### src/rtl/vga_pkg.sv
`default_nettype none
// ---------------------------------------------------------------------------
// vga_pkg : sub-pixel phase encodings and default 640x480 timing constants
// Revision: 1.0
// ---------------------------------------------------------------------------
package vga_pkg;

  typedef enum logic [1:0] {
    TEXT_FETCH  = 2'd0,
    GLYPH_FETCH = 2'd1,
    WAIT        = 2'd2,
    DRAW        = 2'd3
  } pixel_state_e;

  localparam int c_SUB_PIXEL_WIDTH = 2;

  localparam int c_PIXELS    = 800;
  localparam int c_H_VISIBLE = 640;
  localparam int c_H_FRONT   = 16;
  localparam int c_H_SYNC    = 96;

  localparam int c_LINES     = 525;
  localparam int c_V_VISIBLE = 480;
  localparam int c_V_FRONT   = 10;
  localparam int c_V_SYNC    = 2;

endpackage
`default_nettype wire

### src/rtl/vga_timing_mod_counter.sv
`default_nettype none
// ---------------------------------------------------------------------------
// mod_counter : modulo-N counter with a wrap flag on the incrementing terminal count
// Revision: 1.0
// ---------------------------------------------------------------------------
module mod_counter #(
  parameter int MODULUS = 4,
  parameter int WIDTH   = 2
) (
  input  logic             clk,
  input  logic             reset,
  input  logic             inc,
  output logic [WIDTH-1:0] value,
  output logic             wrap
);

  localparam logic [WIDTH-1:0] c_LAST = WIDTH'(MODULUS - 1);

  logic [WIDTH-1:0] r_value;

  // The >= compare folds any out-of-range value back to zero on the next increment.
  always_ff @(posedge clk or posedge reset) begin
    if (reset) begin
      r_value <= '0;
    end else if (inc) begin
      r_value <= (r_value >= c_LAST) ? '0 : r_value + WIDTH'(1);
    end
  end

  assign value = r_value;
  assign wrap  = inc && (r_value == c_LAST);

endmodule
`default_nettype wire

### src/rtl/vga_timing.sv
`default_nettype none
// ---------------------------------------------------------------------------
// vga_timing : sub-pixel/pixel/line counters with registered enable and syncs
// Option macro VGA_TIMING_FRAME_IRQ_EN adds the start-of-vblank frame_irq pulse.
// Revision: 1.0
// ---------------------------------------------------------------------------
module vga_timing
  import vga_pkg::*;
#(
  parameter int SUB_PIXEL_WIDTH = c_SUB_PIXEL_WIDTH,
  parameter int PIXELS          = c_PIXELS,
  parameter int H_VISIBLE       = c_H_VISIBLE,
  parameter int H_FRONT         = c_H_FRONT,
  parameter int H_SYNC          = c_H_SYNC,
  parameter int LINES           = c_LINES,
  parameter int V_VISIBLE       = c_V_VISIBLE,
  parameter int V_FRONT         = c_V_FRONT,
  parameter int V_SYNC          = c_V_SYNC
) (
  input  logic                       clk,
  input  logic                       reset,
  output logic [9:0]                 pixel_counter,
  output logic [9:0]                 line_counter,
  output logic [SUB_PIXEL_WIDTH-1:0] pixel_state,
  output logic                       enable,
  output logic                       hsync,
  output logic                       vsync,
  output logic                       frame_irq
);

  localparam logic [9:0] c_H_VIS      = 10'(H_VISIBLE);
  localparam logic [9:0] c_HS_FIRST   = 10'(H_VISIBLE + H_FRONT);
  localparam logic [9:0] c_HS_LAST    = 10'(H_VISIBLE + H_FRONT + H_SYNC - 1);
  localparam logic [9:0] c_V_VIS      = 10'(V_VISIBLE);
  localparam logic [9:0] c_VS_FIRST   = 10'(V_VISIBLE + V_FRONT);
  localparam logic [9:0] c_VS_LAST    = 10'(V_VISIBLE + V_FRONT + V_SYNC - 1);

  logic       w_sub_wrap;
  logic       w_pix_wrap;
  logic       w_line_wrap;
  logic [9:0] w_pix_next;
  logic [9:0] w_line_next;
  logic       r_enable;
  logic       r_hsync;
  logic       r_vsync;

  mod_counter #(.MODULUS(1 << SUB_PIXEL_WIDTH), .WIDTH(SUB_PIXEL_WIDTH)) u_sub (
    .clk   (clk),
    .reset (reset),
    .inc   (1'b1),
    .value (pixel_state),
    .wrap  (w_sub_wrap)
  );

  mod_counter #(.MODULUS(PIXELS), .WIDTH(10)) u_pix (
    .clk   (clk),
    .reset (reset),
    .inc   (w_sub_wrap),
    .value (pixel_counter),
    .wrap  (w_pix_wrap)
  );

  mod_counter #(.MODULUS(LINES), .WIDTH(10)) u_line (
    .clk   (clk),
    .reset (reset),
    .inc   (w_pix_wrap),
    .value (line_counter),
    .wrap  (w_line_wrap)
  );

  // Decoding the upcoming counter values keeps the registered strobes aligned with the counters.
  assign w_pix_next  = w_pix_wrap  ? 10'd0 : (w_sub_wrap ? pixel_counter + 10'd1 : pixel_counter);
  assign w_line_next = w_line_wrap ? 10'd0 : (w_pix_wrap ? line_counter + 10'd1 : line_counter);

  always_ff @(posedge clk or posedge reset) begin
    if (reset) begin
      r_enable <= 1'b1;
      r_hsync  <= 1'b1;
      r_vsync  <= 1'b1;
    end else begin
      r_enable <= (w_pix_next < c_H_VIS) && (w_line_next < c_V_VIS);
      r_hsync  <= !((w_pix_next >= c_HS_FIRST) && (w_pix_next <= c_HS_LAST));
      r_vsync  <= !((w_line_next >= c_VS_FIRST) && (w_line_next <= c_VS_LAST));
    end
  end

  assign enable = r_enable;
  assign hsync  = r_hsync;
  assign vsync  = r_vsync;

`ifdef VGA_TIMING_FRAME_IRQ_EN
  logic [SUB_PIXEL_WIDTH-1:0] w_state_next;
  logic                       r_frame_irq;

  assign w_state_next = w_sub_wrap ? '0 : pixel_state + SUB_PIXEL_WIDTH'(1);

  always_ff @(posedge clk or posedge reset) begin
    if (reset) begin
      r_frame_irq <= 1'b0;
    end else begin
      r_frame_irq <= (w_line_next == c_V_VIS) && (w_pix_next == 10'd0) &&
                     (w_state_next == SUB_PIXEL_WIDTH'(TEXT_FETCH));
    end
  end

  assign frame_irq = r_frame_irq;
`else
  assign frame_irq = 1'b0;
`endif

endmodule
`default_nettype wire

### config.mk
export PLATFORM = sky130hd
export DESIGN_NAME = vga_timing
export DESIGN_NICKNAME = d
export VERILOG_FILES = /design/src/rtl/vga_pkg.sv /design/src/rtl/vga_timing_mod_counter.sv /design/src/rtl/vga_timing.sv
export SDC_FILE = /design/constraint.sdc
export NUM_CORES = 1
export LEC_CHECK = 0
export ABC_AREA = 0
export CAP_MARGIN = 10
export CORE_MARGIN = 2
export CORE_UTILIZATION = 40
export DETAILED_ROUTE_END_ITERATION = 6
export HOLD_SLACK_MARGIN = 0.08
export PLACE_DENSITY = 0.72
export SYNTH_ARGS = -nofsm -noshare
export SYNTH_HDL_FRONTEND = slang
export SYNTH_SLANG_ARGS = --single-unit
### constraint.sdc
create_clock -name clk -period 1.7 [get_ports clk]
set_input_delay 0.425 -clock clk [delete_from_list [all_inputs] [get_ports clk]]
set_output_delay 0.425 -clock clk [all_outputs]
set_load 0.005 [all_outputs]
* After elaboration in Yosys (flattened, before gate mapping)
Cells that the tools add are included.
Word-level totals: register bits 25, input bits 2, output and inout port bits 26, word-level logic and storage cells 35
Cells by class: add/subtract/negate cells 3, order comparisons 9, equal/unequal tests 3, mux-type cells 7, reductions and logical operators 7
Operator list (number):
- two-way mux 10 bit | 6
- greater-or-equal comparator 10 bit (second input constant) | 3
- adder 10 x 1 -> 10 bit (second input constant) | 2
- equality test 10 bit (second input constant) | 2
- greater-or-equal comparator 10 x 9 -> 1 bit (second input constant) | 1
- less-or-equal comparator 10 bit (second input constant) | 1
- less-or-equal comparator 10 x 9 -> 1 bit (second input constant) | 1
- < comparator 10 bit (second input constant) | 1
- < comparator 10 x 9 -> 1 bit (second input constant) | 1
- logical AND 1 bit | 5
- adder 2 x 1 -> 2 bit (second input constant) | 1
- equality test 2 bit (second input constant) | 1
- greater-or-equal comparator 2 bit (second input constant) | 1
- zero test 1 bit | 2
- two-way mux 2 bit | 1

* Longest topological paths before layout
Gate-level depths: netlist of run 1.
word-level depth 7, gate-level depth with buffers 8, gate-level depth less buffers 7

* Modules after synthesis
Synthesis of run 1 repeated with hierarchy kept, for this count alone.
Second synthesis, totals: cells, all modules 197, area total of the unflattened synthesis 1736.7 sq um
By module, submodules not included:
- mod_counter (u_line) | times used 1, cells an instance 63, area an instance 573.0 sq um, sequential area each 250.2 sq um
- vga_timing | times used 1, cells an instance 71, area an instance 535.5 sq um, sequential area each 78.8 sq um
- mod_counter (u_pix) | times used 1, cells an instance 55, area an instance 528.0 sq um, sequential area each 250.2 sq um
- mod_counter (u_sub) | times used 1, cells an instance 8, area an instance 100.1 sq um, sequential area each 50.0 sq um

* Least setup slack after synthesis of run 1
No wires, ideal clock.
path kind register to register, start point reg u_sub.r_value[0], in the netlist u_sub.value[0], end point reg r_vsync, in the netlist vsync, setup time 0.090 ns, arrival time 1.872 ns, data required time 1.610 ns, setup slack -0.263 ns, stages on the path, launching flop included 8, buffers on the path 1, clock period less this slack 1.963 ns, cells stage by stage dfrtp_1 > ha_1 > buf_4 > and3_2 > nand4_1 > or4_1 > a22oi_2 > nand3_1
Between the ends: cells in the longest elaborated chain, start to end 7, elaborated cells on any way between the ends 9, classes of those cells 2 x order compare; 1 x eq/ne; 2 x mux; 4 x reduce/logical
Ends and longest elaborated chain:
- from (decl) | line vga_timing_mod_counter.sv:19 | logic [WIDTH-1:0] r_value;
- from (signal assigned) | line vga_timing_mod_counter.sv:26 | r_value <= (r_value >= c_LAST) ? '0 : r_value + WIDTH'(1);
- equality test 2 bit * | line vga_timing_mod_counter.sv:31 | assign wrap = inc && (r_value == c_LAST);
- logical AND 1 bit * | line vga_timing_mod_counter.sv:31
- two-way mux 10 bit / logical AND 1 bit (equally long branches) | line vga_timing.sv:73, vga_timing_mod_counter.sv:31
- two-way mux 10 bit * | line vga_timing.sv:73 | assign w_line_next = w_line_wrap ? 10'd0 : (w_pix_wrap ? line_counter + 10'd1 : line_counter);
- greater-or-equal comparator 10 x 9 -> 1 bit / less-or-equal comparator 10 x 9 -> 1 bit (equally long branches) | line vga_timing.sv:83 | r_vsync <= !((w_line_next >= c_VS_FIRST) && (w_line_next <= c_VS_LAST));
- logical AND 1 bit * | line vga_timing.sv:83
- zero test 1 bit * | line vga_timing.sv:83
- to (signal assigned) | line vga_timing.sv:83
- to (decl) | line vga_timing.sv:45 | logic r_vsync;
Mark *: on every way between the ends. The rest lies on a longest branch, timed or not. A chain may end at the register's enable or synchronous reset.

* Worst setup path in the final report of run 1
start point reg u_line.r_value[7], in the netlist u_line.value[7], end point reg r_enable, in the netlist enable
Between the ends: cells in the longest elaborated chain, start to end 5, elaborated cells on any way between the ends 7, classes of those cells 1 x add/sub; 1 x order compare; 1 x eq/ne; 2 x mux; 2 x reduce/logical
Ends and longest elaborated chain:
- from (decl) | line vga_timing_mod_counter.sv:19
- from (signal assigned) | line vga_timing_mod_counter.sv:26
- adder 10 x 1 -> 10 bit / equality test 10 bit (equally long branches) | line vga_timing.sv:73, vga_timing_mod_counter.sv:31
- two-way mux 10 bit / logical AND 1 bit (equally long branches) | line vga_timing.sv:73, vga_timing_mod_counter.sv:31
- two-way mux 10 bit * | line vga_timing.sv:73
- < comparator 10 x 9 -> 1 bit * | line vga_timing.sv:81 | r_enable <= (w_pix_next < c_H_VIS) && (w_line_next < c_V_VIS);
- logical AND 1 bit * | line vga_timing.sv:81
- to (signal assigned) | line vga_timing.sv:81
- to (decl) | line vga_timing.sv:43 | logic r_enable;
Marked as above.

==> results of run 1 <==
[routing by layer]
metal	share of wire, %	vias to the layer above	routed length, microns	global-route usage, %
met5	0	-	0	0
met4	0.55	0	22	3.061
met3	4.0	4	159	3.407
met2	50	33	2021	35.13
met1	45	719	1807	24.58
li1	-	772	-	-
[through the flow]
| stage | cell area, sq um | setup TNS (ns) |
|---|---|---|
| 2_1_floorplan | 1583 | -0.5452 |
| 3_3_place_gp | 2156 | -0.7501 |
| 3_5_place_dp | 2156 | -0.9571 |
| 4_1_cts | 2268 | -0.8866 |
| 5_1_grt | 2444 | -1.640 |
| 6_report | 2444 | -0.8652 |
[layout by cell type, fill, tap and decap left out, types with 3 or more instances in the layout]
master and count:
a21oi_1 6, and3_1 3, buf_4 45, buf_6 12, clkbuf_8 3, clkdlybuf4s50_1 8
dfrtp_1 21, dfstp_2 3, dlygate4sd2_1 6, dlymetal6s2s_1 12, inv_1 6, nand2_1 15
nand3_1 10, nand4_1 7, nor2_1 11, nor2b_1 4, o21ai_0 13, o31ai_1 4
o31ai_2 3, xnor2_1 4, xor2_1 4
[worst paths after layout]
check / startpoint / end / slack, ns / depth (start not counted)
max: u_line.value[7] / enable / -0.16 / 5
min: reset / u_line.value[5] / 0.50 / 3
max reg2reg: u_line.value[7] / enable / -0.16 / 5
min reg2reg: u_sub.value[0] / u_sub.value[0] / 0.53 / 2
max in group asynchronous: reset / hsync / 0.91 / 3
min in group clk: u_sub.value[0] / u_sub.value[0] / 0.53 / 2
[timing repair]
item	CTS	global route
setup endpoints to repair	21	29
pin swaps	5	5
gates resized for setup	18	27
buffers inserted	4	10
hold endpoints to repair	0	0
[flip-flops by register name, summed over array words and instances, names as in the netlist]
signal and cells:
enable 1, hsync 1, u_line.value 10, u_pix.value 10, u_sub.value 2, vsync 1
[worst max-delay path: stages, from the launching register on]
cell and delay (ns):
dfrtp_1 0.38, or4_4 0.54, o31a_1 0.24, a22o_1 0.20, a311o_1 0.28, a211oi_2 0.14
[where the power goes]
part | total, uW | switching [uW] | internal, uW
combinational | 16.0 | 12.3 | 3.68
clock | 354 | 191 | 164
sequential | 594 | 0 | 594
[cell families after synthesis]
logic type	synth area share, %
buffers and inverters	5.559
multiplexers	0.6447
AO/OA/AOI/OAI	17.73
adder cells (fa/ha/maj)	3.223
other	0.2415
flip-flops	40.53
AND/OR/NAND/NOR	26.43
XOR/XNOR	5.640
[final cells by class]
class                           instances  area (sq um)  area share (%)
Clock buffer                            3         41.29           1.690
Multi-Input combinational cell        130         908.4           37.17
Timing Repair Buffer                   84         775.7           31.75
Inverter                                6         22.52          0.9217
Tap cell                               48         60.06           2.458
Clock inverter                          1         5.005          0.2048
Sequential cell                        25         630.6           25.81
==> metrics.md, run 1 <==
| Metric | Value |
|---|---|
| Tot Pwr | `964.9 uW` |
| Finished Layout Cells | `297` |
| Detailed Route WL | `4011 microns` |
| Final setup margin | `-0.1621 ns` |
| CTS tree | `built` |
| Place WS | `-0.2257 ns` |
| Syn_area_per_cell | `9.134 sq um` |
| # diodes | `0` |
| Period utilization | `109.5%` |
| Highest Clock Rate | `0.5370 GHz` |
| Clk_lat worst skew | `0.27 ns` |
| Clk slew on worst S/H paths | `0.09 ns` |
| Worst VDD drop | `0.2481 mV` |
| Die area | `4396 sq um` |
| CP max FO | `2` |
| Tmin final | `1.862 ns` |
| Clk sinks | `25` |
| Final Wtd Congestion | `0.8695` |
| Critical Path RT | `1.90 ns` |
| Die X | `66.31 microns` |
| First-pass GRT wire length | `6734 microns` |
| Grt total ovfl | `0` |
| Final Max Tran Viols | `0` |
| Async S/R FF share, synth | `100.0%` |
| WS Path Type | `reg -> reg` |
| EDFF count, synth | `0` |
| Post-Route Skew | `0.003377 ns` |
| Sequential area share after synthesis | `40.53%` |
| H-Tree Depth | `1` |
| I/O Buffers | `26` |
| Synth area leader | `dfrtp_1` |
| Yosys cell types | `48` |
| Cts-stage hold buffer count | `0` |
| Die height | `66.31 microns` |
| RSZ-0062 raised after global routing | `yes` |
| Hold Slack | `0.4990 ns` |
| Min-delay worst type | `in -> async` |
| Initial antenna violation count | `0` |
| Iter 0 DRT Violations | `63` |
| # placed instances | `279` |
| Failing checks | `negative setup slack` |
| Fillcell total | `310` |
| Cts bufs inserted | `3` |
| #FFs+latches synth | `25` |
| Post-DP HPWL | `2851 microns` |
| CTS Root Cell | `clkbuf_8` |
| Starting Density | `42.10%` |
| Area Growth Syn to Fin | `57.37%` |
| Crit path DAT | `2.06 ns` |
| Worst Setup End Kind | `flip-flop` |
| Most numerous cell in the Yosys netlist | `dfrtp_1` |
| Synth area leaders | `dfrtp_1 35%, dfstp_2 5.1%, o21ai_0 4.8%` |
| Util after Layout | `66.25%` |
| Post-synth top area share | `35.46%` |
| Synth top cells by count | `22 x dfrtp_1, 15 x nand2_1, 15 x o21ai_0` |
| # DRC | `0` |
| Clk buf depth | `2` |
| Final hold violations | `0` |
| Syn Std Cell Area | `1553 sq um` |
| WL/cell | `13.51 microns` |
| Fraction of layout cells with a size suffix above 1 | `37.35%` |
| Nets | `256` |
| I/O Pins | `28` |
| Via-per-instance ratio | `5.145` |
| Post-synth top flop | `dfrtp_1` |
| Pin count of the biggest net entering global routing | `26` |
| # setup viols final | `10` |
| Warnings from Yosys | `0` |
| Startpoint types | `flip-flop` |
| # rows | `22` |
| Vias in the first global route | `1490` |
| TritonRoute pass-1 iters | `6` |
| Core Area | `3689 sq um` |
| Pwr dens | `394.9 nW/um^2` |
| Net Count, Synth | `176` |
| Max-cap violations | `0` |
| Leak pwr | `0.001193 uW` |
| GRT Overall Usage | `19.50%` |
| Total number of vias | `1528` |
| Run status | `complete, but fails checks` |
| Cells after Synth | `170` |
| Post-DRT Antenna Nets | `0` |
(Power assumes the default switching activity.)
==> run 2: changes to the inputs <==
--- a/config.mk
+++ b/config.mk
@@ -5,7 +5,7 @@
 export SDC_FILE = /design/constraint.sdc
 export NUM_CORES = 1
 export LEC_CHECK = 0
-export ABC_AREA = 0
+export ABC_AREA = 1
 export CAP_MARGIN = 10
 export CORE_MARGIN = 2
 export CORE_UTILIZATION = 40
==> metrics.md, run 2 <==
| Metric | Value |
|---|---|
| Run status | `finished clean` |
| Pwr dens | `431.1 nW/um^2` |
| CP max stage cell | `clkdlybuf4s50_1` |
| # diodes | `0` |
| CTS tree | `built` |
| Max-cap violations | `0` |
| Post-Synth Simple-Gate Area | `39.08%` |
| FF-to-FF path depth | `10` |
| WS Path Type | `reg -> out` |
| Synth area leader | `dfrtp_1` |
| Total number of vias | `1548` |
| # rows | `22` |
| Post-Route Skew | `0.003477 ns` |
| GRT Overall Usage | `18.78%` |
| Async S/R FF share, synth | `100.0%` |
| Setup TNS | `0 ns` |
| Initial antenna violation count | `0` |
| Net Count, Synth | `225` |
| Largest family of logic cells by synthesized area | `simple AND/OR/NAND/NOR gates` |
| Final Wtd Congestion | `0.8581` |
| Crit Reg-Reg Startpoint | `u_pix.value[1]` |
| Clk slew on worst S/H paths | `0.09 ns` |
| Top Usage Layer GRT | `met2` |
| Cells after Synth | `219` |
| I/O Pins | `28` |
| Top Family by Delay on Critical Path | `buffers and inverters` |
| #FFs+latches synth | `25` |
| Mux contribution to synthesized area | `0%` |
| Warnings from Yosys | `0` |
| Fraction of layout cells with a size suffix above 1 | `24.82%` |
| Iter 0 DRT Violations | `66` |
| Post-synthesis compound-gate area fraction | `6.116%` |
| First-pass GRT wire length | `6341 microns` |
| Syn Std Cell Area | `1575 sq um` |
| Yosys cell types | `31` |
| Util after Layout | `60.24%` |
| Area Growth Syn to Fin | `42.10%` |
| Worst path max stage delay | `0.53 ns` |
| Post-DP HPWL | `2823 microns` |
| WL/cell | `12.18 microns` |
| TritonRoute pass-1 iters | `4` |
| Post-DRT Antenna Nets | `0` |
| Final hold violations | `0` |
| Sequential area share after synthesis | `39.95%` |
| Synth Area in Adders | `3.177%` |
| RR Endpoint | `vsync` |
| Detailed Route WL | `3923 microns` |
| # setup viols final | `0` |
| Met1 Use GR | `26.35%` |
| Nets | `281` |
| CP max FO | `3` |
| Min-delay worst type | `in -> async` |
| Critical Path RT | `1.27 ns` |
| Tmin final | `1.642 ns` |
| Core Area | `3716 sq um` |
| # DRC | `0` |
| Leak pwr | `0.001198 uW` |
| Most frequent cells in the layout | `56 x nand2_1, 31 x nor2_1, 28 x inv_1` |
| Cts-stage hold buffer count | `0` |
| Worst Setup End Kind | `output port` |
| Hold Slack | `0.4932 ns` |
| Die height | `66.76 microns` |
| Synth top cells by count | `58 x nand2_1, 34 x nor2_1, 28 x inv_1` |
| Synth Area in XOR/XNOR | `2.780%` |
| Crit path DAT | `1.22 ns` |
| Clk buf depth | `2` |
| Cts bufs inserted | `3` |
| Clk_lat worst skew | `0.27 ns` |
| Met3 Use GR | `2.027%` |
| CTS Root Cell | `clkbuf_8` |
| Die X | `66.76 microns` |
| R2R Setup Slk | `0.08 ns` |
| Via-per-instance ratio | `4.807` |
| Worst-path cell chain | `clkdlybuf4s50_1` |
| GRT met2 Usage | `29.75%` |
| Pin count of the biggest net entering global routing | `26` |
| Post-synth top area share | `34.95%` |
| EDFF count, synth | `0` |
| Starting Density | `42.39%` |
| Buffers & Inverters on Critical Path | `1` |
| Final Max Tran Viols | `0` |
| I/O Buffers | `26` |
| Startpoint types | `flip-flop` |
| Synth area leaders | `dfrtp_1 35%, nand2_1 14%, nor2_1 8.1%` |
| Grt total ovfl | `0` |
| Die area | `4456 sq um` |
| Worst VDD drop | `0.4373 mV` |
| Clk sinks | `25` |
| Highest Clock Rate | `0.6091 GHz` |
| H-Tree Depth | `1` |
| Syn_area_per_cell | `7.193 sq um` |
| RSZ-0062 raised after global routing | `yes` |
| Most numerous cell in the Yosys netlist | `nand2_1` |
| Vias in the first global route | `1415` |
| Period utilization | `96.58%` |
| Commonest non-fill, non-tap cell in the layout | `nand2_1` |
| Post-synth top flop | `dfrtp_1` |
==> run 2: final cells by class <==
class | instances | area (sq um)
clock buffers | 3 | 41.29
flip-flops and latches | 25 | 638.1
well taps | 48 | 60.06
fillers | 333 | 1478
clock inverters | 1 | 5.005
multi-input cells | 163 | 899.6
inverters | 29 | 108.9
repair buffers | 53 | 485.5
==> run 2: metal layers <==
layer  wire length, microns  share of wire [%]
met1                   1836                 47
met2                   1925                 49
met3                    122                3.1
met4                     40                1.0
met5                      0                  0
==> run 2: timing repair <==
| item | 4_1_cts | 5_1_grt |
|---|---|---|
| gates resized for setup | 5 | 34 |
| setup endpoints to repair | 6 | 32 |
| pin swaps | 0 | 4 |
| cloned | 0 | 1 |
| hold endpoints to repair | 0 | 0 |
| setup buffers | 0 | 11 |
==> run 2: where the power goes <==
| part | leakage (uW) | total [uW] | internal (uW) | switching [uW] |
|---|---|---|---|---|
| logic | 0.000859 | 15.7 | 3.68 | 12.1 |
| registers | 0.000313 | 594 | 594 | 0 |
| clock network | 0.0000255 | 355 | 164 | 191 |
| total | 0.00120 | 965 | 762 | 203 |
==> run 2: cell families (layout without fill, tap and decap cells) <==
| group | after synthesis | count (layout) |
|---|---|---|
| and+or+nand+nor | 134 | 135 |
| buffers and inverters | 32 | 86 |
| DFF | 25 | 25 |
| AOI/OAI and AO/OA | 18 | 18 |
| xor gates and xnor gates | 5 | 5 |
| adders and majority gates | 4 | 4 |
| other | 1 | 1 |
==> run 2: how the worst max path moves through the flow <==
stage	cells after the start	to	startpoint	slack, ns
final	1	pixel_state[0]	u_sub.value[0]	0.06
after global routing	10	hsync	u_sub.value[0]	-0.03
after CTS	1	line_counter[2]	u_line.value[2]	0.005
after detailed placement	8	hsync	u_sub.value[0]	-0.07
after global placement	8	hsync	u_sub.value[0]	-0.03
after floorplan	11	vsync	u_pix.value[0]	0.14
==> run 2: through the flow <==
step / total power, uW / instance area, sq um / worst slack (ns) / instances
final: 965.1 / 2238 / 0.05814 / 322
after global placement: 623.3 / 1988 / -0.02613 / 306
after detailed placement: 623.1 / 1988 / -0.07413 / 306
after CTS: 983.5 / 2037 / 0.005415 / 310
after global routing: 1016 / 2238 / -0.02838 / 322
after floorplan: 616.9 / 1575 / 0.1416 / 219
